File: src/rtl/pipelined_flag_alu_if.sv
// Handshake bus for pipelined_flag_alu: operation request in, registered result,
// per-result flags and architectural NZCV out.
interface pipelined_flag_alu_if #(
   parameter int WIDTH = 32
);
   logic             in_valid;
   logic             in_ready;
   logic [3:0]       exe_cmd;
   logic             s_bit;
   logic [WIDTH-1:0] val1;
   logic [WIDTH-1:0] val2;
   logic             out_valid;
   logic             out_ready;
   logic [WIDTH-1:0] alu_res;
   logic [3:0]       res_flags;
   logic [3:0]       status_bits;
   logic             busy;

   modport master (
      output in_valid, exe_cmd, s_bit, val1, val2, out_ready,
      input  in_ready, out_valid, alu_res, res_flags, status_bits, busy
   );

   modport slave (
      input  in_valid, exe_cmd, s_bit, val1, val2, out_ready,
      output in_ready, out_valid, alu_res, res_flags, status_bits, busy
   );
endinterface

File: src/rtl/pipelined_flag_alu.sv
// Registered execute-stage ALU with NZCV status register and valid/ready handshakes.
// Define ALU_MUL_EN to build the iterative shift-add multiplier for cmd 10.
module pipelined_flag_alu #(
   parameter int         WIDTH       = 32,
   parameter logic [3:0] RESET_FLAGS = 4'b0000
) (
   input logic                 clk,
   input logic                 rst_n,
   pipelined_flag_alu_if.slave bus
);
   localparam logic [3:0] CMD_MOV = 4'd1;
   localparam logic [3:0] CMD_ADD = 4'd2;
   localparam logic [3:0] CMD_ADC = 4'd3;
   localparam logic [3:0] CMD_SUB = 4'd4;
   localparam logic [3:0] CMD_SBC = 4'd5;
   localparam logic [3:0] CMD_AND = 4'd6;
   localparam logic [3:0] CMD_ORR = 4'd7;
   localparam logic [3:0] CMD_EOR = 4'd8;
   localparam logic [3:0] CMD_MVN = 4'd9;

   logic             valid;
   logic [WIDTH-1:0] result;
   logic [3:0]       flags;
   logic [3:0]       status;
   logic             in_ready;
   logic             accept;
   logic             consume;
   logic             idle;
   logic             is_mul;

   logic [WIDTH-1:0] op_b;
   logic [WIDTH-1:0] single_res;
   logic [WIDTH:0]   sum;
   logic             carry_in;
   logic             is_arith;
   logic             is_defined;
   logic [3:0]       single_flags;

`ifdef ALU_MUL_EN
   localparam logic [3:0]       CMD_MUL = 4'd10;
   localparam logic [WIDTH-1:0] LAST    = WIDTH'(WIDTH - 1);

   typedef enum logic [1:0] {IDLE, MUL, DONE} state_t;

   state_t           state;
   logic [WIDTH-1:0] mcand;
   logic [WIDTH-1:0] mplier;
   logic [WIDTH-1:0] product;
   logic [WIDTH-1:0] count;
   logic             mul_s;

   assign is_mul   = (bus.exe_cmd == CMD_MUL);
   assign idle     = (state == IDLE);
   assign bus.busy = (state != IDLE);
`else
   assign is_mul   = 1'b0;
   assign idle     = 1'b1;
   assign bus.busy = 1'b0;
`endif

   assign in_ready        = idle && (!valid || bus.out_ready);
   assign accept          = bus.in_valid && in_ready;
   assign consume         = valid && bus.out_ready;
   assign bus.in_ready    = in_ready;
   assign bus.out_valid   = valid;
   assign bus.alu_res     = result;
   assign bus.res_flags   = flags;
   assign bus.status_bits = status;

   // Subtraction is a + ~b + cin so one adder serves all four arithmetic ops.
   always_comb begin
      op_b       = bus.val2;
      carry_in   = 1'b0;
      is_arith   = 1'b0;
      is_defined = 1'b1;
      case (bus.exe_cmd)
         CMD_ADD: is_arith = 1'b1;
         CMD_ADC: begin
            is_arith = 1'b1;
            carry_in = status[1];
         end
         CMD_SUB: begin
            is_arith = 1'b1;
            op_b     = ~bus.val2;
            carry_in = 1'b1;
         end
         CMD_SBC: begin
            is_arith = 1'b1;
            op_b     = ~bus.val2;
            carry_in = status[1];
         end
         CMD_MOV, CMD_MVN, CMD_AND, CMD_ORR, CMD_EOR: is_arith = 1'b0;
         default: is_defined = 1'b0;
      endcase

      sum = {1'b0, bus.val1} + {1'b0, op_b} + {{WIDTH{1'b0}}, carry_in};

      case (bus.exe_cmd)
         CMD_MOV: single_res = bus.val2;
         CMD_MVN: single_res = ~bus.val2;
         CMD_AND: single_res = bus.val1 & bus.val2;
         CMD_ORR: single_res = bus.val1 | bus.val2;
         CMD_EOR: single_res = bus.val1 ^ bus.val2;
         CMD_ADD, CMD_ADC, CMD_SUB, CMD_SBC: single_res = sum[WIDTH-1:0];
         default: single_res = '0;
      endcase

      if (!is_defined) begin
         single_flags = 4'b0000;
      end else if (is_arith) begin
         single_flags = {single_res[WIDTH-1], single_res == '0, sum[WIDTH],
                         (bus.val1[WIDTH-1] == op_b[WIDTH-1]) &&
                         (single_res[WIDTH-1] != bus.val1[WIDTH-1])};
      end else begin
         single_flags = {single_res[WIDTH-1], single_res == '0, status[1:0]};
      end
   end

   // Logical ops carry the current C,V in single_flags, so committing them whole is correct.
   always_ff @(posedge clk or negedge rst_n) begin
      if (!rst_n) begin
         valid   <= 1'b0;
         result  <= '0;
         flags   <= 4'b0000;
         status  <= RESET_FLAGS;
`ifdef ALU_MUL_EN
         state   <= IDLE;
         mcand   <= '0;
         mplier  <= '0;
         product <= '0;
         count   <= '0;
         mul_s   <= 1'b0;
`endif
      end else begin
         if (consume) valid <= 1'b0;
         if (accept && !is_mul) begin
            valid  <= 1'b1;
            result <= single_res;
            flags  <= single_flags;
            if (bus.s_bit && is_defined) status <= single_flags;
         end
`ifdef ALU_MUL_EN
         case (state)
            IDLE: begin
               if (accept && is_mul) begin
                  mcand   <= bus.val1;
                  mplier  <= bus.val2;
                  product <= '0;
                  count   <= '0;
                  mul_s   <= bus.s_bit;
                  state   <= MUL;
               end
            end
            MUL: begin
               if (mplier[0]) product <= product + mcand;
               mcand  <= mcand << 1;
               mplier <= mplier >> 1;
               count  <= count + WIDTH'(1);
               if (count == LAST) state <= DONE;
            end
            DONE: begin
               valid  <= 1'b1;
               result <= product;
               flags  <= {product[WIDTH-1], product == '0, status[1:0]};
               if (mul_s) status <= {product[WIDTH-1], product == '0, status[1:0]};
               state  <= IDLE;
            end
            default: state <= IDLE;
         endcase
`endif
      end
   end
endmodule

File: src/flat_wrapper.sv
// flat-port wrapper written by rule: the top's interface ports become plain ports
module pipelined_flag_alu_flat 
#(
   parameter int         WIDTH       = 32,
   parameter logic [3:0] RESET_FLAGS = 4'b0000
)
  (clk, rst_n, bus_in_valid, bus_exe_cmd, bus_s_bit, bus_val1, bus_val2, bus_out_ready, bus_in_ready, bus_out_valid, bus_alu_res, bus_res_flags, bus_status_bits, bus_busy);
  pipelined_flag_alu_if #(.WIDTH(WIDTH)) bus_i ();
  input logic clk;
  input logic rst_n;
  input wire logic [$bits(bus_i.in_valid)-1:0] bus_in_valid;
  input wire logic [$bits(bus_i.exe_cmd)-1:0] bus_exe_cmd;
  input wire logic [$bits(bus_i.s_bit)-1:0] bus_s_bit;
  input wire logic [$bits(bus_i.val1)-1:0] bus_val1;
  input wire logic [$bits(bus_i.val2)-1:0] bus_val2;
  input wire logic [$bits(bus_i.out_ready)-1:0] bus_out_ready;
  output wire logic [$bits(bus_i.in_ready)-1:0] bus_in_ready;
  output wire logic [$bits(bus_i.out_valid)-1:0] bus_out_valid;
  output wire logic [$bits(bus_i.alu_res)-1:0] bus_alu_res;
  output wire logic [$bits(bus_i.res_flags)-1:0] bus_res_flags;
  output wire logic [$bits(bus_i.status_bits)-1:0] bus_status_bits;
  output wire logic [$bits(bus_i.busy)-1:0] bus_busy;
  assign bus_i.in_valid = bus_in_valid;
  assign bus_i.exe_cmd = bus_exe_cmd;
  assign bus_i.s_bit = bus_s_bit;
  assign bus_i.val1 = bus_val1;
  assign bus_i.val2 = bus_val2;
  assign bus_i.out_ready = bus_out_ready;
  assign bus_in_ready = bus_i.in_ready;
  assign bus_out_valid = bus_i.out_valid;
  assign bus_alu_res = bus_i.alu_res;
  assign bus_res_flags = bus_i.res_flags;
  assign bus_status_bits = bus_i.status_bits;
  assign bus_busy = bus_i.busy;
  pipelined_flag_alu #(.WIDTH(WIDTH), .RESET_FLAGS(RESET_FLAGS)) u_core (.clk(clk), .rst_n(rst_n), .bus(bus_i));
endmodule
File: config.mk
export PLATFORM = sky130hd
export DESIGN_NAME = pipelined_flag_alu_flat
export DESIGN_NICKNAME = d
export VERILOG_FILES = /design/src/rtl/pipelined_flag_alu_if.sv /design/src/rtl/pipelined_flag_alu.sv /design/src/flat_wrapper.sv
export SDC_FILE = /design/constraint.sdc
export NUM_CORES = 1
export LEC_CHECK = 0
export BUFFER_PORTS_ARGS = -buffer_cell sky130_fd_sc_hd__buf_2
export CORE_MARGIN = 8
export CORE_UTILIZATION = 40
export CTS_CLUSTER_SIZE = 24
export DETAILED_ROUTE_END_ITERATION = 10
export PLACE_DENSITY = 0.63
export SYNTH_ARGS = -nofsm -noshare
export SYNTH_HDL_FRONTEND = slang
export SYNTH_SLANG_ARGS = --single-unit
export TNS_END_PERCENT = 1
File: constraint.sdc
create_clock -name clk -period 5.1 [get_ports clk]
set_input_delay 0.255 -clock clk [delete_from_list [all_inputs] [get_ports clk]]
set_output_delay 0.255 -clock clk [all_outputs]
set_load 0.05 [all_outputs]
# [After elaboration in Yosys (flattened, before gate mapping)]
# Cells that the tools add are included.
[totals] reg_bits=41 word_cells=43 out_inout_bits=43 in_bits=73
[classes] muxes=9 addsub=2 n_eq_ne=11 reduce_logical=13 bitwise=4
[op_table] op="32-bit one-hot mux with 6 select lines" count=1
[op_table] op="32-bit by 32-bit adder with 33-bit output" count=1
[op_table] op="33-bit by 1-bit adder with 33-bit output" count=1
[op_table] op="32-bit bitwise AND" count=1
[op_table] op="32-bit zero test" count=1
[op_table] op="32-bit 2-to-1 mux" count=1
[op_table] op="32-bit NOT" count=1
[op_table] op="32-bit OR" count=1
[op_table] op="32-bit XOR" count=1
[op_table] op="4-bit by 3-bit == test with 1-bit output, second input constant" count=4
[op_table] op="9-bit OR reduction" count=1
[op_table] op="4-bit by 2-bit == test with 1-bit output, second input constant" count=2
[op_table] op="4-bit == test, second input constant" count=2
[op_table] op="4-bit by 1-bit == test with 1-bit output, second input constant" count=1
[op_table] op="1-bit logical AND" count=4
[op_table] op="1-bit 2-to-1 mux" count=4
[op_table] op="4-bit 2-to-1 mux" count=1
[op_table] op="2-bit OR reduction" count=2
[op_table] op="4-bit OR reduction" count=1
[op_table] op="2-bit 2-to-1 mux" count=1
[op_table] op="1-bit one-hot mux with 2 select lines" count=1
[op_table] op="2-bit AND reduction" count=1
[op_table] op="2-bit nonzero test" count=1
[op_table] op="1-bit == test" count=1
[op_table] op="other kinds (3)" count=3

# [Logic depth before layout (Yosys ltp)]
# Gate-level depths: netlist of the first run.
[logic_depth] depth_word=10 depth_mapped=20 depth_no_buf=17

# [Least setup slack after synthesis of the first run]
# OpenSTA, ideal clock, no wires.
[synth_timing] path_kind="input-to-reg" from="input port bus_exe_cmd[3]" to="register u_core.status[2], in the netlist u_core.bus.status_bits[2]" cell_stages=20 setup_ns=0.078 arrival_time_ns=4.673 t_required_ns=5.022 path_slack_ns=0.350 path_cell_list="buf_2 buf_2 buf_4 buf_2 nor2_1 clkbuf_1 xnor2_1 fa_1 inv_1 fa_1 and2b_2 o2111ai_4 a211oi_4 nor3_1 nor3_2 o2111ai_1 or4_1 nor4_1 nand4_1 o21ai_1"
[synth_between] elab_chain_cells=8 elab_cells_between_ends=23
[synth_rtl] item="start, declared" line="flat_wrapper.sv:12" source="input wire logic [$bits(bus_i.exe_cmd)-1:0] bus_exe_cmd;"
[synth_rtl] item="4-bit by 3-bit == test with 1-bit output" line="pipelined_flag_alu.sv:76, pipelined_flag_alu.sv:98"
[synth_rtl] item="2-bit OR reduction (no line)"
[synth_rtl] item="32-bit 2-to-1 mux"
[synth_rtl] item="32-bit by 32-bit adder with 33-bit output" line="pipelined_flag_alu.sv:96" source="sum = {1'b0, bus.val1} + {1'b0, op_b} + {{WIDTH{1'b0}}, carry_in};"
[synth_rtl] item="33-bit by 1-bit adder with 33-bit output" line="pipelined_flag_alu.sv:96"
[synth_rtl] item="32-bit one-hot mux with 6 select lines" line="pipelined_flag_alu.sv:98" source="case (bus.exe_cmd)"
[synth_rtl] item="32-bit zero test" line="pipelined_flag_alu.sv:111, pipelined_flag_alu.sv:115"
[synth_rtl] item="4-bit 2-to-1 mux" line="pipelined_flag_alu.sv:108" source="if (!is_defined) begin"
[synth_rtl] item="end signal, assigned" line="pipelined_flag_alu.sv:140" source="if (bus.s_bit && is_defined) status <= single_flags;"
[synth_rtl] item="end, declared" line="pipelined_flag_alu.sv:24" source="logic [3:0] status;"
# Several ways; a longest one is shown, not always the timed one.
# A chain may end at the register's enable or synchronous reset.

# [Final worst setup path of the first run]
[layout_timing] from="register u_core.status[1], in the netlist u_core.bus.status_bits[1]" to="register u_core.status[2], in the netlist u_core.bus.status_bits[2]"
[layout_between] elab_chain_cells=5
[layout_rtl] item="1-bit one-hot mux with 2 select lines" line="pipelined_flag_alu.sv:76" source="case (bus.exe_cmd)"
[layout_rtl] item="33-bit by 1-bit adder with 33-bit output" line="pipelined_flag_alu.sv:96"
[layout_rtl] item="32-bit one-hot mux with 6 select lines" line="pipelined_flag_alu.sv:98"
[layout_rtl] item="32-bit zero test" line="pipelined_flag_alu.sv:111, pipelined_flag_alu.sv:115"
[layout_rtl] item="4-bit 2-to-1 mux" line="pipelined_flag_alu.sv:108"
# Every way passes these cells.

==> results of run 1 <==
-- flip-flops by register name, indices dropped and copies added (netlist names) --
register,cells
u_core.bus.alu_res,32
u_core.bus.out_valid,1
u_core.bus.res_flags,4
u_core.bus.status_bits,4
-- per-layer routing --
| layer | part of all wire (%) | GRT usage, % | vias to the layer above |
|---|---|---|---|
| met2 | 47 | 33.13 | 150 |
| met1 | 47 | 26.03 | 3140 |
| li1 | - | - | 3310 |
| met4 | 2.4 | 5.204 | 0 |
| met3 | 3.7 | 2.627 | 29 |
| met5 | 0 | 0 | - |
-- cell usage after synthesis (all sizes together) (3+ instances only) --
cell     number
o21ai        66
a211o         7
nand2b        8
nor3b         3
o22ai        19
ha           95
dfrtp        41
xnor2        46
mux2i        19
nor2b         6
nor3         13
and3          4
xor2         30
nor4          5
buf          31
nand3        12
o21a         14
clkbuf       23
nand2        73
a21boi        4
nand4        17
or3          11
a31o          4
inv          86
a22o          3
o31ai         5
nor2         47
a31oi        11
mux2         12
o211ai       15
a21o         12
o2111ai       5
and2          5
a211oi       10
a22oi        21
a21oi        64
-- worst min-delay path by stage --
| stage | slack [ns] | to | startpoint |
|---|---|---|---|
| 3_5_place_dp | 0.44 | u_core.bus.alu_res[27] | rst_n |
| 5_1_grt | 0.18 | u_core.bus.alu_res[25] | rst_n |
| 6_report | 0.11 | u_core.bus.alu_res[18] | rst_n |
| 3_3_place_gp | 0.43 | u_core.bus.alu_res[27] | rst_n |
| 4_1_cts | 0.14 | u_core.bus.alu_res[18] | rst_n |
| 2_1_floorplan | -0.04 | u_core.bus.alu_res[0] | rst_n |
-- layout make-up --
type	instances	area share [%]
Clock buffer	8	1.792
Inverter	86	4.242
Timing Repair Buffer	124	8.648
Tap cell	220	3.617
Sequential cell	41	13.48
Multi-Input combinational cell	701	68.22
-- critical path: stages, from the launching register on --
cell       delay (ns)
dfrtp_1          0.44
inv_1            0.10
a21oi_1          0.15
a31oi_1          0.05
nor2_1           0.14
fa_1             0.21
inv_1            0.06
fa_1             0.42
and2b_2          0.27
o2111ai_4        0.17
a21oi_1          0.30
o21ai_1          0.15
a2111oi_0        0.78
nor3_1           0.13
nand4b_1         0.21
nor4_1           0.24
nand4_1          0.18
o21ai_1          0.15
-- stage by stage --
stage               instance area [um^2]  setup slack, ns  hold slack, ns
finish                              7610           0.8767          0.1065
global route                        7610           0.4573          0.1825
CTS                                 7610           0.8525          0.1394
detailed placement                  7473           0.7240          0.4367
global placement                    7473           0.8336          0.4340
floorplan                           6782           0.3496        -0.04059
-- cells in the final DEF, fill, tap and decap left out, drive strengths merged, types with 12 or more instances in the layout --
| cell type | n |
|---|---|
| buf | 124 |
| ha | 95 |
| inv | 86 |
| nand2 | 73 |
| o21ai | 66 |
| a21oi | 64 |
| nor2 | 47 |
| xnor2 | 46 |
| dfrtp | 41 |
| xor2 | 30 |
| a22oi | 21 |
| mux2i | 19 |
| o22ai | 19 |
| nand4 | 17 |
| o211ai | 15 |
| o21a | 14 |
| nor3 | 13 |
| mux2 | 12 |
| nand3 | 12 |
| a21o | 12 |
-- kinds of logic (layout without fill, tap and decap cells) --
group	after synthesis	count (layout)	share of synthesized area, %
and+or+nand+nor	217	217	15.78
buffers and inverters	140	218	8.468
DFF	41	41	15.13
xor gates and xnor gates	76	76	9.926
adders and majority gates	97	97	18.12
other	1	1	0.05530
muxes	31	31	4.797
AOI/OAI and AO/OA	279	279	27.73
-- power by group through the flow --
stage	sequential (W)	combinational (W)	clock [W]
after floorplan	0.000669	0.000591	0
after global placement	0.000436	0.00112	0
after detailed placement	0.000438	0.00112	0
after CTS	0.000432	0.00113	0.000305
after global routing	0.000440	0.00123	0.000320
final	0.000432	0.00113	0.000300
==> results.ini, run 1 <==
[timing]
final-setup-viol-count = 0
rsz0062_at_grt = false
hold_viol_final = 0
min_period_over_period_pct = 82.81
maxSlewViolCount = 0
finalSetupTns_ns = 0
tightest_slew_ns = 1.104
slew_headroom_pct = 26.13
max_freq_mhz = 236.8
fin_crit_ns = 4.223
clock_skew_ns = 0.003628

[final_layout]
diodes = 0
multi_input_area_um2 = 5191
drive_gt1_share_pct = 17.08
fill_cells = 1743
syn2layout_area_growth_pct = 12.21
nNetsFinal = 1129
fin_cells = 1180
seqCellArea_um2 = 1026
fin_util_pct = 45.89

[drt]
wl_per_cell_um = 18.04
antenna_left = 0
drc_errors = 0
num_vias = 6629
first_pass_iters = 5
first_iter_violations = 420
viasPerCell = 5.618
wl_mm = 21.29

[synth]
avgSynthCellArea_um2 = 7.689
synthDominantCellAreaShare_pct = 17.53
netlist_top_cells_area = ha_1 (18%), dfrtp_1 (15%), xnor2_1 (5.8%)
synth_top_area_cell = ha_1
synth-seq-area-share_pct = 15.13
ys_warn_count = 0
synth.distinct_cells = 82
syn_inst = 882
syn_area_um2 = 6782
synthesis.nets = 1052
synth-edff-count = 0
async_flop_share_pct = 100.0
synth-seq-cells = 41
ys_dominant_reg_cell = dfrtp_1

[outcome]
status = complete, no violations

[cts]
postCtsSetupBuffers = 0
cts-hold-fix-buffers = 0
cts_buffers = 5
cts.sinks = 41
clock_latency_ns = 0.28
htree_levels = 2
clk_path_buf_depth = 2
cts_tree = done
root_buffer = clkbuf_16
clk_pin_slew_worst_paths_ns = 0.06
ctsResizeCount = 0

[grt]
grt_max_degree = 65
grt_pass1_vias = 6557
antenna_found_initial = 0
grt_overflow_total = 0
grt_util_all_layers_pct = 19.74
grt_pass1_wl_mm = 35.04

[critical_path]
required_ns = 5.30
startpoint_type = register
rr_worst_depth = 17
setup.worst_path.end = u_core.bus.status_bits[2]
crit_type = reg -> reg
cp-end-kind = register
r2r-end = u_core.bus.status_bits[2]
arrival_ns = 4.42
cp_max_fo = 5
rr_startpoint = u_core.bus.status_bits[1]
r2r_setup_slack_ns = 0.88
crit_start = u_core.bus.status_bits[1]

[placement]
gp_congestion = 0.9200
dpl.hpwl_mm = 17.06
io_buffers = 114
place_inst = 1172

[power]
power_switching_w = 0.0009230
p_comb_share_pct = 60.6
power_density_nw_per_um2 = 244.3
pwr-share-seq_pct = 23.2
power_frac_clock_pct = 16.2
finalPower_w = 0.001859
internal_power_w = 0.0009357
p_leak_nw = 3.628
p_sw_share_pct = 49.66
irDropWorstVdd_uv = 164.0

[floorplan]
die_area_um2 = 21380
io_pins = 116
rows = 47
die_w_um = 146.2
core_area_um2 = 16580
die_y_um = 146.2
initial_utilization_pct = 40.89

[hold_path]
hold_class = in -> async

[job]
cap_violations = 0

Note: power is estimated with default switching activity, not from simulation.
==> inputs of run 2 (changes only) <==
--- a/config.mk
+++ b/config.mk
@@ -10,7 +10,7 @@
 export CORE_UTILIZATION = 40
 export CTS_CLUSTER_SIZE = 24
 export DETAILED_ROUTE_END_ITERATION = 10
-export PLACE_DENSITY = 0.63
+export PLACE_DENSITY = 0.65
 export SYNTH_ARGS = -nofsm -noshare
 export SYNTH_HDL_FRONTEND = slang
 export SYNTH_SLANG_ARGS = --single-unit
==> constraint.sdc (replaced) <==
create_clock -name clk -period 3.5 [get_ports clk]
set_input_delay 0.175 -clock clk [delete_from_list [all_inputs] [get_ports clk]]
set_output_delay 0.175 -clock clk [all_outputs]
set_load 0.05 [all_outputs]
==> run 2 against run 1 <==
Net effect: the run now ends with negative setup slack left; sequential power is 45% higher; sequential share of layout area is 1.8 points lower; via count is 8.4% higher; sequential cell count stayed put; non-clock buffer count is 144 higher; register-to-register slack worse by 1.1 ns; critical endpoint unchanged.
==> results.ini, run 2 (synthesis results as in run 1) <==
[outcome]
status = complete, but fails checks
violations = negative setup slack

[critical_path]
crit_family = compound AO/OA/AOI/OAI gates
cpMaxStageDelayCell = dfrtp_1
cp_slowest_stage_delay_ns = 0.39
cp-end-kind = register
required_ns = 3.70
crit_type = reg -> reg
crit_buf_inv = 2
path_common_cell = fa_2
crit_path_cell_trace = buf_4 -> a31oi_1 -> nor2_1 -> fa_2 -> inv_2 -> fa_2 -> and2b_2 -> o2111ai_4 -> a211oi_4 -> o311a_1 -> or3_4 -> a31oi_2 -> nand4b_1 -> nor4_2 -> nand4_1 -> o21ai_1
arrival_ns = 3.93
rr_worst_depth = 16
startpoint_type = register
worst-path-stages = 16
cp_max_fo = 6

[drt]
num_vias = 7185
drc_errors = 0
first_iter_violations = 434
first_pass_iters = 5
wl_per_cell_um = 17.30
antenna_left = 0
viasPerCell = 5.427
wl_mm = 22.91

[placement]
gp_congestion = 0.9285
io_buffers = 114
dpl.hpwl_mm = 19.01

[timing]
fin_crit_ns = 3.735
final-setup-viol-count = 4
tightest_slew_ns = 1.125
maxSlewViolCount = 0
setup_ws_ns = -0.2350
max_freq_mhz = 267.7
clock_skew_ns = 0.003457
min_period_over_period_pct = 106.7
rsz0062_at_grt = true
slew_headroom_pct = 24.70
hold_viol_final = 0

[cts]
htree_levels = 2
cts.sinks = 41
clk_path_buf_depth = 2
cts-hold-fix-buffers = 0
clock_latency_ns = 0.28
cts_tree = done
cts_buffers = 5
clk_pin_slew_worst_paths_ns = 0.06
root_buffer = clkbuf_16

[floorplan]
die_area_um2 = 21380
io_pins = 116
die_w_um = 146.2
die_y_um = 146.2
rows = 47
initial_utilization_pct = 40.89
core_area_um2 = 16580

[grt]
grt_util_all_layers_pct = 20.83
grt_pass1_wl_mm = 36.85
grt_pass1_vias = 7033
antenna_found_initial = 0
grt_overflow_total = 0
grt_max_degree = 54

[power]
irDropWorstVdd_uv = 225.5
internal_power_w = 0.001646
pwr-share-seq_pct = 20.3
p_comb_share_pct = 64.2
finalPower_w = 0.003085
p_leak_nw = 4.348
power_switching_w = 0.001439
power_density_nw_per_um2 = 350.5
power_frac_clock_pct = 15.5
p_sw_share_pct = 46.64

[final_layout]
syn2layout_area_growth_pct = 29.80
drive_gt1_share_pct = 29.98
nNetsFinal = 1273
fin_util_pct = 53.08
diodes = 0
final_cell_mix = buf_4 (153), buf_2 (114), ha_1 (95)
final_common_cell = buf_4
largest_reg_flops = 32

[hold_path]
hold_class = in -> async

[job]
cap_violations = 0

==> run 2: power groups by stage <==
stage | sequential (W) | combinational, W | clock, W
after floorplan | 0.000975 | 0.000877 | 0
after global placement | 0.000628 | 0.00192 | 0
after detailed placement | 0.000631 | 0.00195 | 0
after CTS | 0.000625 | 0.00196 | 0.000483
after global routing | 0.000635 | 0.00214 | 0.000506
final | 0.000625 | 0.00198 | 0.000479
==> run 2: layout make-up <==
type	count	area, um^2
inverters	86	322.8
well taps	220	275.3
clock buffers	7	152.6
flip-flops and latches	41	1026
multi-input cells	701	5290
clock inverters	1	5.005
repair buffers	268	1730
fillers	1658	7781
==> run 2: timing repair <==
action / CTS / global route
resized for setup: 4 / 12
setup endpoints to repair: 5 / 10
pin swaps: 3 / 4
buffers inserted: 0 / 1
==> run 2: stage by stage <==
stage / setup TNS, ns / instances / instance area [um^2] / hold WS, ns / worst slack [ns]
after floorplan: -1.261 / 882 / 6888 / -0.1206 / -0.3675
after global placement: -1.051 / 1315 / 8569 / 0.3564 / -0.2858
after detailed placement: -1.268 / 1315 / 8569 / 0.3636 / -0.3233
after CTS: -0.7202 / 1323 / 8743 / 0.06727 / -0.2244
after global routing: -1.612 / 1324 / 8802 / 0.1134 / -0.4088
final: -0.5783 / 1324 / 8802 / 0.01703 / -0.2350
==> run 2: path summary, 6_finish.rpt <==
kind / endpoint / slack, ns / startpoint
min reg2reg: u_core.bus.alu_res[25] / 0.47 / u_core.bus.alu_res[25]
max in group asynchronous: u_core.bus.alu_res[21] / 2.90 / rst_n
max reg2reg: u_core.bus.status_bits[2] / -0.24 / u_core.bus.status_bits[1]
min in group clk: u_core.bus.out_valid / 0.12 / bus_in_valid
max: u_core.bus.status_bits[2] / -0.24 / u_core.bus.status_bits[1]
min: u_core.bus.alu_res[17] / 0.02 / rst_n
==> run 2: per-layer routing <==
| layer | share of wire [%] | up-vias | track usage (%) |
|---|---|---|---|
| met1 | 44 | 3407 | 25.37 |
| met4 | 2.3 | 0 | 4.997 |
| met2 | 50 | 159 | 37.50 |
| met3 | 4.1 | 32 | 3.152 |
| li1 | - | 3587 | - |
| met5 | 0 | - | 0 |
==> inputs of run 3 (changes only) <==
--- a/config.mk
+++ b/config.mk
@@ -5,8 +5,8 @@
 export SDC_FILE = /design/constraint.sdc
 export NUM_CORES = 1
 export LEC_CHECK = 0
-export BUFFER_PORTS_ARGS = -buffer_cell sky130_fd_sc_hd__buf_2
-export CORE_MARGIN = 8
+export BUFFER_PORTS_ARGS = -buffer_cell sky130_fd_sc_hd__buf_4
+export CORE_MARGIN = 10
 export CORE_UTILIZATION = 40
 export CTS_CLUSTER_SIZE = 24
 export DETAILED_ROUTE_END_ITERATION = 10
==> run 3 against run 2 <==
Net effect: the run still ends with negative setup slack left; via count barely moved; register-to-register slack got worse by 0.11 ns; worst hold slack improved by 0.074 ns; wire length rose by 0.57%; critical path type unchanged; largest cell class unchanged; largest power group unchanged.
==> results.ini, run 3 (synthesis results as in run 1) <==
[outcome]
status = complete, but fails checks
violations = negative setup slack

[timing]
tightest_slew_ns = 0.9070
final-setup-viol-count = 5
maxSlewViolCount = 0
rsz0062_at_grt = true
max_freq_mhz = 259.9
clock_skew_ns = 0.004632
min_period_over_period_pct = 109.9
finalSetupTns_ns = -1.061
fin_crit_ns = 3.847
setup_ws_ns = -0.3473
hold_viol_final = 0
slew_headroom_pct = 39.53

[final_layout]
nNetsFinal = 1281
final_common_cell = buf_4
largest_reg_flops = 32
fin_util_pct = 55.96
syn2layout_area_growth_pct = 36.85
drive_gt1_share_pct = 31.38
multi_input_area_um2 = 5380
fill_cells = 1601
seqCellArea_um2 = 1026
final_cell_mix = buf_4 (272), ha_1 (95), inv_1 (84)
diodes = 0

[floorplan]
rows = 47
initial_utilization_pct = 40.89
die_area_um2 = 22560
io_pins = 116
core_area_um2 = 16580
die_w_um = 150.2
die_y_um = 150.2

[power]
power_density_nw_per_um2 = 352.2
p_leak_nw = 4.486
irDropWorstVdd_uv = 284.9

[critical_path]
required_ns = 3.71
r2r-end = u_core.bus.status_bits[2]
arrival_ns = 4.06
cp_slowest_stage_delay_ns = 0.38
crit_family = compound AO/OA/AOI/OAI gates
cp_max_fo = 4
rr_worst_depth = 18
cp-end-kind = register
crit_path_cell_trace = inv_2 -> a21oi_2 -> a31oi_1 -> nor2_1 -> fa_2 -> inv_2 -> fa_2 -> and2b_2 -> o2111ai_4 -> a211oi_4 -> buf_4 -> o311a_4 -> or3_4 -> a31oi_4 -> nand4b_1 -> nor4_2 -> nand4_1 -> o21ai_1
cpMaxStageDelayCell = dfrtp_1
r2r_setup_slack_ns = -0.35
crit_type = reg -> reg
rr_startpoint = u_core.bus.status_bits[1]
startpoint_type = register
crit_buf_inv = 3

[grt]
grt_pass1_vias = 7100
antenna_found_initial = 0
grt_overflow_total = 0
grt_util_all_layers_pct = 19.68
grt_pass1_wl_mm = 36.37
grt_max_degree = 85

[cts]
root_buffer = clkbuf_16
clock_latency_ns = 0.29
cts.sinks = 41
clk_pin_slew_worst_paths_ns = 0.06
htree_levels = 2
cts_tree = done
clk_path_buf_depth = 2
cts_buffers = 5

[placement]
dp_slack_ns = -0.4682
dpl.hpwl_mm = 18.89
io_buffers = 114
gp_congestion = 0.9508

[drt]
wl_mm = 23.04
num_vias = 7189
drc_errors = 0
antenna_left = 0
first_iter_violations = 476
first_pass_iters = 5
viasPerCell = 5.397
wl_per_cell_um = 17.30

[hold_path]
min_path_cells = 2
whs_endpoint = u_core.bus.out_valid
min-delay-start = bus_in_valid
hold_class = in -> reg

[job]
cap_violations = 0

## run 3: cell count changes in the layout (fill, tap and decap cells not counted), moves of 2 or more
cell	delta
a21oi_1	-2
a21oi_2	+2
buf_12	+2
buf_2	-114
buf_4	+119
nor4_1	-2
## run 3: worst max-delay path by stage
stage,startpoint,endpoint,slack (ns),cells after the start
floorplan,bus_exe_cmd[3],u_core.bus.status_bits[2],-0.37,20
global placement,bus_exe_cmd[1],u_core.bus.status_bits[2],-0.39,19
detailed placement,bus_exe_cmd[1],u_core.bus.status_bits[2],-0.47,19
CTS,u_core.bus.status_bits[1],u_core.bus.status_bits[2],-0.28,18
global route,u_core.bus.status_bits[1],u_core.bus.status_bits[2],-0.48,19
finish,u_core.bus.status_bits[1],u_core.bus.status_bits[2],-0.35,18
## run 3: area by class of cell
class	instances	area share (%)
inverters	86	3.478
clock inverters	1	0.3236
multi-input cells	701	57.97
well taps	220	2.966
flip-flops and latches	41	11.06
clock buffers	7	1.537
repair buffers	276	22.66
## run 3: through the flow
stage               instance area, um^2  total power, W  hold slack (ns)  cells
floorplan                          6888        0.001851          -0.1206    882
global placement                   8887        0.002638           0.1852   1316
detailed placement                 8887        0.002658           0.1869   1316
CTS                                9146        0.003233          0.08909   1330
global route                       9280        0.003470          0.09158   1332
finish                             9280        0.003269          0.09117   1332
## run 3: layer usage
| layer | global-route usage [%] | part of all wire (%) |
|---|---|---|
| met3 | 3.031 | 4.4 |
| met1 | 24.27 | 44 |
| met2 | 34.57 | 49 |
| met4 | 5.637 | 2.7 |
| met5 | 0 | 0 |
## run 3: report_power, final
part           internal [W]  switching (W)
logic              0.000881        0.00122
registers          0.000571      0.0000561
clock network      0.000356       0.000181
## run 3: repair_timing
action	4_1_cts	5_1_grt
cloned	0	0
endpoints found under the hold margin	41	0
resized for setup	9	23
endpoints found under the setup margin	7	12
pin swaps	12	19
buffers inserted	5	2
hold buffers	1	0
